## src/rtl/spi_bus_arbiter.sv

```systemverilog
// Two-master SPI flash arbiter: shares one flash between requester A (USB bridge) and B (flash reader).
// Optional hold-timeout watchdog is compiled only with SPI_BUS_ARBITER_TIMEOUT_EN defined.
module spi_bus_arbiter #(
    parameter int unsigned TURNAROUND     = 2,
    parameter int unsigned TIMEOUT_CYCLES = 65535
) (
    input  logic clk,
    input  logic reset,
    input  logic a_req,
    output logic a_gnt,
    input  logic a_cs_b,
    input  logic a_sck,
    input  logic a_mosi,
    output logic a_miso,
    input  logic b_req,
    output logic b_gnt,
    input  logic b_cs_b,
    input  logic b_sck,
    input  logic b_mosi,
    output logic b_miso,
    output logic spi_cs_b,
    output logic spi_sck,
    output logic spi_mosi,
    input  logic spi_miso,
    output logic busy,
    output logic owner,
    output logic timeout_pulse
);

    typedef enum logic [1:0] {
        ST_IDLE    = 2'd0,
        ST_GRANT_A = 2'd1,
        ST_GRANT_B = 2'd2,
        ST_PARK    = 2'd3
    } state_t;

    // PARK lasts TURNAROUND cycles, so the down-counter is loaded with one less.
    localparam logic [3:0] TURN_LOAD = 4'(TURNAROUND - 1);

    state_t     r_state;
    logic       r_a_gnt;
    logic       r_b_gnt;
    logic       r_busy;
    logic       r_owner;
    logic       r_last_b;
    logic [3:0] r_park_cnt;
    logic       w_a_release;
    logic       w_b_release;
    logic       w_to_hit;

    assign w_a_release = !a_req && a_cs_b;
    assign w_b_release = !b_req && b_cs_b;

`ifdef SPI_BUS_ARBITER_TIMEOUT_EN
    localparam logic [15:0] TO_LAST = 16'(TIMEOUT_CYCLES - 1);

    logic [15:0] r_to_cnt;
    logic        r_timeout_pulse;
    logic        w_contended;

    assign w_contended = ((r_state == ST_GRANT_A) && b_req) ||
                         ((r_state == ST_GRANT_B) && a_req);
    assign w_to_hit    = w_contended && (r_to_cnt == TO_LAST);

    // Contended-hold counter and the registered revoke pulse.
    always_ff @(posedge clk or negedge reset) begin
        if (!reset) begin
            r_to_cnt        <= 16'd0;
            r_timeout_pulse <= 1'b0;
        end else begin
            r_timeout_pulse <= w_to_hit;
            if (w_contended && !w_to_hit) begin
                r_to_cnt <= r_to_cnt + 16'd1;
            end else begin
                r_to_cnt <= 16'd0;
            end
        end
    end

    assign timeout_pulse = r_timeout_pulse;
`else
    assign w_to_hit      = 1'b0;
    assign timeout_pulse = 1'b0;
`endif

    // Arbitration FSM with registered grant, busy and owner outputs.
    always_ff @(posedge clk or negedge reset) begin
        if (!reset) begin
            r_state    <= ST_IDLE;
            r_a_gnt    <= 1'b0;
            r_b_gnt    <= 1'b0;
            r_busy     <= 1'b0;
            r_owner    <= 1'b0;
            r_last_b   <= 1'b1;
            r_park_cnt <= 4'd0;
        end else begin
            case (r_state)
                ST_IDLE: begin
                    if (a_req && (!b_req || r_last_b)) begin
                        r_state  <= ST_GRANT_A;
                        r_a_gnt  <= 1'b1;
                        r_busy   <= 1'b1;
                        r_owner  <= 1'b0;
                        r_last_b <= 1'b0;
                    end else if (b_req) begin
                        r_state  <= ST_GRANT_B;
                        r_b_gnt  <= 1'b1;
                        r_busy   <= 1'b1;
                        r_owner  <= 1'b1;
                        r_last_b <= 1'b1;
                    end else begin
                        r_state  <= ST_IDLE;
                    end
                end
                ST_GRANT_A: begin
                    if (w_a_release || w_to_hit) begin
                        r_state    <= ST_PARK;
                        r_a_gnt    <= 1'b0;
                        r_park_cnt <= TURN_LOAD;
                        r_last_b   <= 1'b0;
                    end else begin
                        r_state    <= ST_GRANT_A;
                    end
                end
                ST_GRANT_B: begin
                    if (w_b_release || w_to_hit) begin
                        r_state    <= ST_PARK;
                        r_b_gnt    <= 1'b0;
                        r_park_cnt <= TURN_LOAD;
                        r_last_b   <= 1'b1;
                    end else begin
                        r_state    <= ST_GRANT_B;
                    end
                end
                ST_PARK: begin
                    // Requests are deliberately ignored here; arbitration resumes in IDLE.
                    if (r_park_cnt == 4'd0) begin
                        r_state <= ST_IDLE;
                        r_busy  <= 1'b0;
                    end else begin
                        r_park_cnt <= r_park_cnt - 4'd1;
                    end
                end
                default: begin
                    r_state    <= ST_IDLE;
                    r_a_gnt    <= 1'b0;
                    r_b_gnt    <= 1'b0;
                    r_busy     <= 1'b0;
                    r_park_cnt <= 4'd0;
                end
            endcase
        end
    end

    // Pin routing follows the registered grant so reset parks the bus without a clock.
    always_comb begin
        spi_cs_b = 1'b1;
        spi_sck  = 1'b0;
        spi_mosi = 1'b0;
        a_miso   = 1'b0;
        b_miso   = 1'b0;
        if (r_a_gnt) begin
            spi_cs_b = a_cs_b;
            spi_sck  = a_sck;
            spi_mosi = a_mosi;
            a_miso   = spi_miso;
        end else if (r_b_gnt) begin
            spi_cs_b = b_cs_b;
            spi_sck  = b_sck;
            spi_mosi = b_mosi;
            b_miso   = spi_miso;
        end else begin
            spi_cs_b = 1'b1;
            spi_sck  = 1'b0;
            spi_mosi = 1'b0;
        end
    end

    assign a_gnt = r_a_gnt;
    assign b_gnt = r_b_gnt;
    assign busy  = r_busy;
    assign owner = r_owner;

endmodule

```

## config.mk

```make
export PLATFORM = sky130hd
export DESIGN_NAME = spi_bus_arbiter
export DESIGN_NICKNAME = d
export VERILOG_FILES = /design/src/rtl/spi_bus_arbiter.sv
export SDC_FILE = /design/constraint.sdc
export NUM_CORES = 1
export LEC_CHECK = 0
export CAP_MARGIN = 20
export CORE_MARGIN = 2
export CORE_UTILIZATION = 30
export DETAILED_ROUTE_END_ITERATION = 8
export GPL_ROUTABILITY_DRIVEN = 0
export SETUP_SLACK_MARGIN = 0.1
export SYNTH_ARGS = -nofsm -noshare
export SYNTH_HDL_FRONTEND = slang
export SYNTH_SLANG_ARGS = --single-unit
```

## constraint.sdc

```tcl
create_clock -name clk -period 2.7 [get_ports clk]
set_input_delay 0.81 -clock clk [delete_from_list [all_inputs] [get_ports clk]]
set_output_delay 0.81 -clock clk [all_outputs]
set_load 0.01 [all_outputs]
```

Word level (Yosys, flattened, before mapping)

Cells that the tools add are included.
Widths: inputs -> output; s select.

Eq/ne operators: 11
Reductions and logical operators: 20
Add/subtract/negate cells: 1
Muxes and demuxes: 32

Operators by type and width:

| kind                | count |
|---|---|
| $mux 1              | 19 |
| $ne 2x2->1 const B  | 7 |
| $mux 4              | 3 |
| $pmux 4 s3          | 1 |
| $reduce_and 4->1    | 3 |
| $mux 2              | 4 |
| $pmux 2 s4          | 1 |
| $reduce_bool 2->1   | 4 |
| $pmux 1 s2          | 3 |
| $reduce_and 3->1    | 2 |
| $reduce_bool 3->1   | 2 |
| $eq 2x2->1 const B  | 2 |
| $logic_not 4->1     | 1 |
| $sub 4x1->4 const B | 1 |
| $logic_and 1x1->1   | 3 |
| $ne 3x3->1 const B  | 1 |
| $pmux 1 s3          | 1 |
| $eq 2x1->1 const B  | 1 |
| $logic_not 1->1     | 2 |
| $logic_not 2->1     | 1 |
| $reduce_and 2->1    | 1 |
| $logic_or 1x1->1    | 1 |

Bits of input ports: 11
Word-level logic and storage cells: 71
Output and inout bits: 10
Register bits: 11

Depth between registers and ports, before layout

Depth after elaboration: 5
Depth in mapped cells: 7
Depth with buffers taken out: 6

Worst setup path before layout

OpenSTA, ideal clock, no wires.

Path type: input to register
Start: input port a_req
End: register r_park_cnt[0]
Setup time: 0.125 ns
Data arrival time: 1.878 ns
Cell stages on the path: 4
Data required time: 2.575 ns
Path buffers: 0
Path slack: 0.697 ns
Path through: nand2b_4 > a22o_4 > or3b_4 > mux2_4

Longest elaborated chain between the ends: 4

RTL lines:

| what                              | line | source |
|---|---|---|
| start: declaration                | 9    | `input logic a_req,` |
| $logic_not 1->1                   | 51   | `assign w_a_release = !a_req && a_cs_b;` |
| $logic_and 1x1->1                 | 51   |  |
| $ne 2x2->1 (no source line)       | -    |  |
| $reduce_and 4->1 (no source line) | -    |  |
| end signal: assignment            | 141  | `r_park_cnt <= r_park_cnt - 4'd1;` |
| end: declaration                  | 46   | `logic [3:0] r_park_cnt;` |

No other way between the ends.
A chain may end at the register's enable or synchronous reset.

Worst setup path in the final report

Start: input port b_cs_b
End: output port spi_cs_b

Longest elaborated chain between the ends: 2

RTL lines:

| what               | line | source |
|---|---|---|
| start: declaration | 17   | `input logic b_cs_b,` |
| $mux 1             | 167  | `end else if (r_b_gnt) begin` |
| $mux 1             | 162  | `if (r_a_gnt) begin` |
| end: declaration   | 21   | `output logic spi_cs_b,` |

No other way between the ends.

==> reports/results.txt <==
TritonCTS built the clock tree. The number of hold buffers added after CTS was 0. During synthesis, Yosys emitted a total of 0 warnings. The floorplan step defined a core boundary enclosing 2734 sq um. The routed layout has 738 vias.

The largest net degree at the start of global routing was 12. Power per cell area: 924.9 nW/um^2. The endpoint identified for the worst register-to-register timing path is r_park_cnt[0]. The tools report the root cell of the clock tree as clkbuf_4.

Detailed placement finished with a half-perimeter wire length of 1387 um. For the first-pass detailed-route iteration total, the log shows 4. The via count of the first global-routing pass is 746, and the CTS H-tree depth is 1. The logs give 12.26% for the overall routing resource usage and 0 ps for the final-layout setup total negative slack. Traced cell by cell, the critical path runs through clkdlybuf4s50_1 > o31a_1 > clkdlybuf4s15_1. Post-CTS timing repair inserted 0 buffers for setup. The tools report the number of buffers created by CTS as 3. The worst register-to-register path begins at r_state[1].

The tightest hold path in the finished design has a slack of 539.0 ps. The largest individual stage delay along the critical path comes from the cell clkdlybuf4s50_1. The number of storage elements in the synthesis netlist came out at 11. Summed over all layers, the global routing overflow is 0. For the worst flop-to-flop path, the logic depth is 4. The number of different library cells used by synthesis comes to 36. Setup violations remaining at the end of the flow were counted as 0. The finished layout holds 150 standard cells, fillers aside. Count of final max-slew check failures: 0.

Buffers placed on the I/O ports in this run total 19. Once placement completed, the tool counted placed cells totaling 146. The hold-critical path depth came out at 1.

The antenna violation net count after detailed routing is 0. Setup repair after global routing could not meet its margin everywhere. The number of antenna violations at the first check in global routing was 0. The number of hold violations in the final report is 0.

The highest fanout seen on the critical path came out at 2. The area of the die is 3301 sq um, and the total DRC errors in the routed layout is 0. The run gives 386.5 MHz as the maximum frequency from static timing analysis. After floorplanning, the core was divided into 19 placement rows.

Of the total power, the share spent switching nets is 41.49%. Dividing the detail-routed wire length by the instance count gives 12.01 um. From left edge to right edge, the die measures 57.45 um.

In this run the count of I/O pins placed on the die edge is 21. The worst path in the final design needs a cycle of 2587 ps, including I/O delays and setup. Stage delay of the slowest cell on the critical path: 430 ps.

Together, buffers and inverters on the worst path number 2. The logs give 11.4% for the fraction of power consumed by the clock network and 1780 ps for the data arrival time of the critical path. IR analysis of the VDD net gives a maximum drop of 0.4692 mV. STA classifies the critical path startpoint as a primary input. Setup slack on the worst reg-to-reg path comes out at 780 ps. Deepest clock path buffer count: 2. The count of routing violations after the opening detailed-route iteration was 22. The internal power contribution is 604.7 uW, and the pin slew with the least headroom to its limit is 541.6 ps. Synthesis handed over a netlist of 96 instances. The clock slew seen by the registers of the worst setup and hold paths is 80 ps, and the required time at the worst-slack endpoint is 1890 ps. The worst hold path terminates at busy. After detailed routing, the number of vias per cell comes to 4.920. Part of the total power dissipated in combinational logic: 59.2%.

The number of sinks on the clock net came out at 11. STA classifies the critical path endpoint as a primary output. In the final layout, the share of cells above drive strength 1 is 15.97%. The run finished with clean final reports. The run gives 3180 um as the wire length of the first global-routing pass. The static leakage came out at 0.0004959 uW.

The tools report the net count after synthesis as 116. The run gives 29.4% as the sequential cell fraction of total power. The critical path is of the primary input to primary output type. The tool flagged a number of max-cap violations equal to 0.

The die is 57.45 um tall. Total power for the finished layout comes to 1033 uW. The path class of the tightest hold or removal check is register to register.

A synthesized cell averages 8.928 sq um. Worst slew margin relative to its limit: 63.78%. The later-pin clock latency in the skew report is 270 ps, and the share of the cycle needed by the critical path after routing is 95.83%. The tools report the effective utilization at floorplan as 31.35%. The repair_antennas step left the layout with diodes totalling 0.

After detailed routing, the total wire length is 1802 um. The cell family contributing the most delay on the critical path is buffers and inverters. The logs give 1.108 ps for the final setup skew and 428.7 uW for the net switching power of the design. The run gives 140 as the net total in the final layout.

In this run the most critical hold path is launched from busy. For this run, the register share of the synthesized area comes to 32.26%. The area added between synthesis and finish was 30.36%.

In this run the cell area of the synthesized design comes to 857.1 sq um.
[metal layers]
layer / GRT usage (%) / wire length [um] / up-vias / share of wire, %
met1: 14.66 / 820 / 331 / 46
met5: 0 / 0 / - / 0
met4: 1.993 / 0 / 0 / 0
met2: 20.78 / 852 / 22 / 47
met3: 5.215 / 129 / 0 / 7.2
li1: - / - / 385 / -
[cell type report]
type	instances	area (sq um)
fill	273	1617
multi-input combinational	74	540.5
timing repair buffer	23	209.0
sequential	11	276.5
tap	31	38.79
inverter	7	26.28
clock buffer	4	26.28
[registers in the layout (all words and copies together), names as in the netlist]
signal	count
a_gnt	1
r_last_b	1
b_gnt	1
r_state	2
owner	1
r_park_cnt	4
busy	1
[cells by family (layout without fill, tap and decap cells)]
logic type | Yosys count | in the layout | share of synthesized area [%]
adders and majority gates | 9 | 9 | 13.14
muxes | 5 | 5 | 6.715
buffers and inverters | 11 | 34 | 5.256
DFF | 11 | 11 | 32.26
AOI/OAI and AO/OA | 26 | 26 | 20.88
and+or+nand+nor | 33 | 33 | 21.31
other | 1 | 1 | 0.4375
[stage by stage]
stage / setup WS [ps] / utilization, % / cell area (sq um)
6_report: 112.7 / 40.87 / 1117
5_1_grt: 73.70 / 40.87 / 1117
4_1_cts: 65.45 / 40.87 / 1117
3_5_place_dp: -142.9 / 40.14 / 1097
3_3_place_gp: -134.6 / 40.14 / 1097
2_1_floorplan: 697.0 / - / 857.1
[power groups by stage]
| stage | clock network, uW | registers [uW] | logic [uW] |
|---|---|---|---|
| after floorplan | 0 | 294 | 449 |
| after global placement | 0 | 304 | 619 |
| after detailed placement | 0 | 307 | 626 |
| after CTS | 122 | 305 | 616 |
| after global routing | 133 | 318 | 692 |
| final | 118 | 304 | 612 |
[worst max-delay path by stage]
| stage | cells past startpoint | endpoint | startpoint |
|---|---|---|---|
| 6_report | 3 | spi_cs_b | b_cs_b |
| 5_1_grt | 3 | spi_cs_b | b_cs_b |
| 4_1_cts | 3 | spi_cs_b | b_cs_b |
| 3_5_place_dp | 4 | spi_cs_b | a_cs_b |
| 3_3_place_gp | 4 | spi_cs_b | a_cs_b |
| 2_1_floorplan | 4 | r_park_cnt[0] | a_req |
[placed cells by master, fill, tap and decap left out, drive strengths merged, types with 2 or more instances in the layout]
cell type,Yosys,final
clkbuf,3,6
or3b,2,2
mux2,3,3
a22o,2,2
nor2,7,7
buf,1,4
ha,9,9
dfrtp,10,10
o21ai,8,8
clkdlybuf4s50,0,14
o211ai,2,2
inv,7,7
a211oi,2,2
nand2,10,10
clkdlybuf4s15,0,2
nand3b,2,2
a21oi,5,5
nand2b,5,5
mux2i,2,2
nand4,2,2
[synthesized netlist by cell type (all sizes together)]
| cell | n | area [sq um] |
|---|---|---|
| dfrtp | 10 | 250.2 |
| nand2 | 10 | 37.54 |
| ha | 9 | 112.6 |
| o21ai | 8 | 40.04 |
| inv | 7 | 26.28 |
| nor2 | 7 | 26.28 |
| a21oi | 5 | 25.02 |
| nand2b | 5 | 38.78 |
| clkbuf | 3 | 11.26 |
| mux2 | 3 | 37.53 |
| a211oi | 2 | 15.01 |
| a22o | 2 | 26.28 |
| mux2i | 2 | 20.02 |
| nand3b | 2 | 15.01 |
| nand4 | 2 | 12.51 |
| o211ai | 2 | 15.01 |
| or3b | 2 | 20.02 |
| a21boi | 1 | 7.510 |
| a311oi | 1 | 8.760 |
| a31oi | 1 | 6.260 |
| and2 | 1 | 6.260 |
| buf | 1 | 7.510 |
| conb | 1 | 3.750 |
| dfstp | 1 | 26.28 |
| nand3 | 1 | 5.000 |
| nor3 | 1 | 5.000 |
| nor3b | 1 | 7.510 |
| nor4b | 1 | 8.760 |
| o21a | 1 | 7.510 |
| o21bai | 1 | 7.510 |
| o221a | 1 | 11.26 |
| o31a | 1 | 8.760 |
[timing repair]
| action | CTS | global route |
|---|---|---|
| resized for setup | 5 | 8 |
| setup endpoints to repair | 5 | 4 |
| pin swaps | 0 | 0 |
(Power assumes the default switching activity.)
